### src/rtl/conv_pkg.sv
// Shared definitions for the slow conv path: default geometry, index width
// helper and the window serializer state encoding.
package conv_pkg;

  localparam int DEF_DATA_W = 8;
  localparam int DEF_K      = 3;

  // Width of an element index into an n-element window; never below 1 bit.
  function automatic int idx_width(input int n);
    return (n <= 2) ? 1 : $clog2(n);
  endfunction

  typedef enum logic {
    ST_IDLE = 1'b0,
    ST_SEND = 1'b1
  } conv_state_t;

endpackage

### src/rtl/conv_mux_n.sv
// Parametrised N:1 element select over a flattened bus. Element i lives at
// in_bus[i*DATA_W +: DATA_W]; a select at or beyond N returns zero.
module conv_mux_n
  import conv_pkg::*;
#(
  parameter int DATA_W = DEF_DATA_W,
  parameter int N      = DEF_K * DEF_K,
  parameter int IDX_W  = idx_width(N)
) (
  input  logic [N*DATA_W-1:0] in_bus,
  input  logic [IDX_W-1:0]    sel,
  output logic [DATA_W-1:0]   dout
);

  // Priority-free one-hot match; no match (out of range) leaves the zero default.
  always_comb begin
    dout = '0;
    for (int unsigned i = 0; i < N; i++) begin
      if (sel == IDX_W'(i)) begin
        dout = in_bus[i*DATA_W +: DATA_W];
      end
    end
  end

endmodule

### src/rtl/conv_window_serializer.sv
// Captures one KxK window in a single handshake and streams it out one
// element per cycle, row-major, with index and last flag. Back-to-back
// windows are accepted on the last beat so throughput is N cycles/window.
module conv_window_serializer
  import conv_pkg::*;
#(
  parameter  int DATA_W = DEF_DATA_W,
  parameter  int K      = DEF_K,
  localparam int N      = K * K,
  localparam int IDX_W  = idx_width(K * K)
) (
  input  logic                clk,
  input  logic                rst,
  input  logic                abort,
  input  logic                in_valid,
  output logic                in_ready,
  input  logic [N*DATA_W-1:0] in_data,
  output logic                out_valid,
  input  logic                out_ready,
  output logic [DATA_W-1:0]   out_data,
  output logic [IDX_W-1:0]    out_idx,
  output logic                out_last,
  output logic                busy
);

  localparam logic [IDX_W-1:0] LAST_IDX = IDX_W'(N - 1);

  conv_state_t         state, state_nx;
  logic [IDX_W-1:0]    cnt, cnt_nx;
  logic [N*DATA_W-1:0] win, win_nx;
  logic [DATA_W-1:0]   sel_data;
  logic                is_last;
  logic                fire;
  logic                accept;

  conv_mux_n #(
    .DATA_W (DATA_W),
    .N      (N),
    .IDX_W  (IDX_W)
  ) u_sel (
    .in_bus (win),
    .sel    (cnt),
    .dout   (sel_data)
  );

  // State, element counter and window register.
  always_ff @(posedge clk or posedge rst) begin
    if (rst) begin
      state <= ST_IDLE;
      cnt   <= '0;
      win   <= '0;
    end else begin
      state <= state_nx;
      cnt   <= cnt_nx;
      win   <= win_nx;
    end
  end

  // Handshakes and next state. Outputs come only from registered state;
  // in_ready alone sees out_ready combinationally so a new window can be
  // taken in the same cycle the last beat leaves.
  always_comb begin
    state_nx  = state;
    cnt_nx    = cnt;
    win_nx    = win;
    busy      = (state == ST_SEND);
    is_last   = (state == ST_SEND) && (cnt == LAST_IDX);
    out_valid = (state == ST_SEND) && !abort;
    out_data  = (state == ST_SEND) ? sel_data : '0;
    out_idx   = cnt;
    out_last  = is_last;
    fire      = out_valid && out_ready;
    in_ready  = !abort && ((state == ST_IDLE) || (is_last && out_ready));
    accept    = in_valid && in_ready;

    if (abort) begin
      state_nx = ST_IDLE;
      cnt_nx   = '0;
    end else if (accept) begin
      win_nx   = in_data;
      cnt_nx   = '0;
      state_nx = ST_SEND;
    end else if (fire) begin
      if (is_last) begin
        cnt_nx   = '0;
        state_nx = ST_IDLE;
      end else begin
        cnt_nx = cnt + IDX_W'(1);
      end
    end
  end

endmodule

### config.mk
export PLATFORM = sky130hd
export DESIGN_NAME = conv_window_serializer
export DESIGN_NICKNAME = d
export VERILOG_FILES = /design/src/rtl/conv_pkg.sv /design/src/rtl/conv_mux_n.sv /design/src/rtl/conv_window_serializer.sv
export SDC_FILE = /design/constraint.sdc
export NUM_CORES = 1
export LEC_CHECK = 0
export BUFFER_PORTS_ARGS = -buffer_cell sky130_fd_sc_hd__buf_2
export CORE_UTILIZATION = 55
export CTS_CLUSTER_SIZE = 28
export DETAILED_ROUTE_END_ITERATION = 6
export PLACE_DENSITY_LB_ADDON = 0.3
export SLEW_MARGIN = 0
export SYNTH_ARGS = -nofsm -noshare
export SYNTH_HDL_FRONTEND = slang
export SYNTH_HIERARCHICAL = 1
export SYNTH_SLANG_ARGS = --single-unit
### constraint.sdc
create_clock -name clk -period 3.2 [get_ports clk]
set_clock_uncertainty 0.2 [all_clocks]
set_input_delay 0.32 -clock clk [delete_from_list [all_inputs] [get_ports clk]]
set_output_delay 0.32 -clock clk [all_outputs]
set_load 0.02 [all_outputs]
==> parameters.txt <==
Parameter                              Value

Route
  DR WL/cell    16.92 um
  DRT antenna net count    0
  Wire length after detailed routing    9.829 mm
  Via count normalized by instance count    5.389
  Count of vias placed by the detailed router    3131
  Number of search-and-repair iterations in the first detailed-routing pass    4
  DRC violation count after routing    0
  DR iter-0 viols    95

Pwr
  Peak supply drop    0.4118 mV
  Reported leakage power    2.514 nW
  Ratio of total power to cell area    479.0 nW/um^2

Yosys
  Post-synth top area share    0.4598
  Number of unique standard cell types used by synthesis    47
  Sequential cell area fraction in the yosys report    0.4598
  Number of enable flip-flop cells after synthesis    0
  Number of standard cells after synthesis    318
  Net count of the mapped netlist    about 400
  Synthesized area    between 4000 and 5000 um^2
  Ranking of synthesized cells by area    dfrtp_1 (46%), mux2_4 (18%), mux2i_1 (4.5%), mux2_2 (3.8%), buf_12 (2.9%)
  Total of flip-flops plus latches after synthesis    77
  Share of synthesized flip-flops with an asynchronous set or reset    1.000
  Warnings from Yosys    6
  Leading area contributor after synthesis    dfrtp_1
  Synthesized area per cell    13.18 um^2
  Prevailing post-synth register cell    dfrtp_1

Clock tree
  Postcts setup bufs    0
  Sink Count    between 70 and 80
  CTS Root Cell    clkbuf_8
  Clock latency on the worst-skew pair    around 0.35 ns
  Clock buffers created by TritonCTS    9
  Clock-pin slew on the worst setup and hold paths    0.08 ns
  Max clock buf depth    2
  Clock tree from TritonCTS    built
  CTS H-tree depth    3

Cells and area
  Share of final-layout standard cells stronger than drive strength 1    0.3963
  Total of fill cells in the finished design    roughly 500
  Area Growth Syn to Fin    31.77%
  Antenna diodes    0
  Net count reported at finish    556
  Design Area, Final    5522 um^2

Setup path
  Startpoint class of the critical path    flip-flop
  Cell family with most CP delay    flip-flops
  Cell with the largest stage delay on the worst path    dfrtp_2
  Number of cells on the worst reg-to-reg path    6
  Nature of the critical path endpoint    primary output
  Kind of critical path    reg -> out
  Crit path required time    ~2.7 ns
  R2r setup slk    0.60 ns
  CP cell instances    buf_4 > mux2i_1 > o22ai_1 > a21oi_1 > o221ai_1 > and2_1 > buf_2
  Peak per-stage delay on the critical path    0.69 ns
  Reg-to-reg startpoint    out_idx[0]
  Buffers and inverters on the worst path    2
  Worst Path Arrival    2.43 ns
  Worst reg2reg path endpoint    win[11]
  Largest driver fanout on the critical path    23

Placement
  Total of buffers placed on input and output ports    92
  Routability Congestion    0.8405
  Worst setup timing slack at the placement stage    around 0.55 ns
  Cell area after placement    4618 um^2
  Post-DP HPWL    6.225 mm

Die
  Die width    roughly 89 um
  Die area    roughly 8000 um^2
  Total number of placement rows    31
  Placeable Area    7292 um^2
  Top-level I/O count    93
  Initial core utilization    0.5746
  Die height    89.29 um

Timing
  Worst-margin pin slew    approximately 0.59 ns
  Shortest clock period the worst path allows after layout    2.949 ns
  Hold Worst Slack    0.02187 ns
  Setup violation total in the final timing report    0
  Max-slew headroom    0.6082
  Total negative slack for setup checks    0 ns
  Final setup slack of the worst path    between 0.2 and 0.3 ns
  Number of max-slew violations in the final report    0
  Period utilisation layout    0.9215
  Final number of hold-violating endpoints    0
  Setup repair after global routing missed its margin    no
  Maximum clock frequency    339.1 MHz

Min path
  Worst Hold Depth    2
  Startpoint of the lowest-slack hold path    in_data[69]
  Hold Crit Endpoint    win[69]
  Hold WC Path Type    in -> reg

GRT
  Overflow left after global routing    0
  Vias in the first global route    between 3000 and 4000
  Number of antenna violations at the first check in global routing    0
  First-pass GRT wire length    15.24 mm
  Maximum number of pins on one net before global-route repair    31
  Total track usage    0.2634

Job
  Number of max-cap violations    0

Outcome
  Status    completed
## sequential cells by signal (all words and copies together), names as in the netlist
register	flops
out_idx	4
win	72
busy	1
## area by class of cell
type | count | area (um^2) | area share
clock buffers | 11 | 141.4 | 0.02561
clock inverters | 5 | 58.81 | 0.01065
inverters | 12 | 45.04 | 0.008158
well taps | 99 | 123.9 | 0.02243
flip-flops and latches | 77 | 1931 | 0.3496
repair buffers | 169 | 1239 | 0.2243
multi-input cells | 208 | 1983 | 0.3592
## cells in the mapped netlist (2+ instances only)
master / count
mux2_4: 50
o221ai_1: 6
a221oi_1: 2
ha_1: 2
nand2_1: 11
or3b_1: 2
dfrtp_1: 77
buf_2: 5
nor2b_1: 3
nor2_1: 5
nand3_1: 4
clkbuf_1: 3
o22ai_1: 6
or2_2: 6
nand2b_1: 7
o21ai_0: 7
a2bb2oi_1: 6
mux2i_1: 19
and2_1: 8
mux2_1: 9
o2111ai_1: 2
a211o_1: 2
mux2_2: 14
a21oi_1: 13
or3_1: 3
nor3_1: 5
buf_6: 5
inv_1: 12
buf_12: 6
## logic make-up after synthesis
group	after synthesis	synth area share
compound gates	52	0.08809
fa+ha+maj	2	0.005971
buf+inv	33	0.06688
flops	77	0.4598
mux	92	0.2864
simple gates	62	0.09287
## per-stage QoR
stage / utilization / cells / total power, mW
finish: 0.7572 / 581 / 2.645
detailed placement: 0.6333 / 495 / 1.840
global route: 0.7572 / 581 / 2.779
floorplan: - / 318 / 1.688
global placement: 0.6333 / 495 / 1.821
CTS: 0.7486 / 575 / 2.652
## power by group
group	internal, mW	switching (mW)
Combinational	0.399	0.216
Clock	0.383	0.362
Sequential	1.15	0.132
## layout by cell type (no fill, tap or decap), types with 3 or more instances in the layout
cell type and count:
a21oi_1 13, a2bb2oi_1 6, and2_1 8, buf_2 92, buf_4 5, clkbuf_8 10
dfrtp_1 74, dfrtp_2 3, dlygate4sd3_1 70, inv_1 11, mux2_1 9, mux2_2 14
mux2_4 50, mux2i_1 19, nand2_1 11, nand2b_1 7, nand3_1 4, nor2_1 5
nor2b_1 3, nor3_1 5, o21ai_0 7, o221ai_1 6, o22ai_1 6, or2_2 6
or3_1 3
## layer usage
metal	vias to the layer above	track usage	wire length [um]
li1	1475	-	-
met1	1542	0.3400	4279
met2	104	0.4414	4924
met4	0	0.06926	95
met3	10	0.07110	529
met5	-	0	0
## what timing repair did
item                                    4_1_cts  5_1_grt
gates resized for setup                       0        2
endpoints found under the hold margin        84        6
endpoints found under the setup margin        0        6
hold buffers                                 64        6
## worst max path at each step
stage,depth (start not counted),from,slack (ns),to
floorplan,1,rst,0.71,busy
global placement,6,out_idx[2],0.56,out_data[1]
detailed placement,6,out_idx[2],0.55,out_data[5]
CTS,6,out_idx[2],0.12,out_data[4]
global route,7,out_idx[0],0.08,out_data[6]
finish,7,out_idx[0],0.25,out_data[2]
No activity file was read; power rests on OpenSTA's default activity.
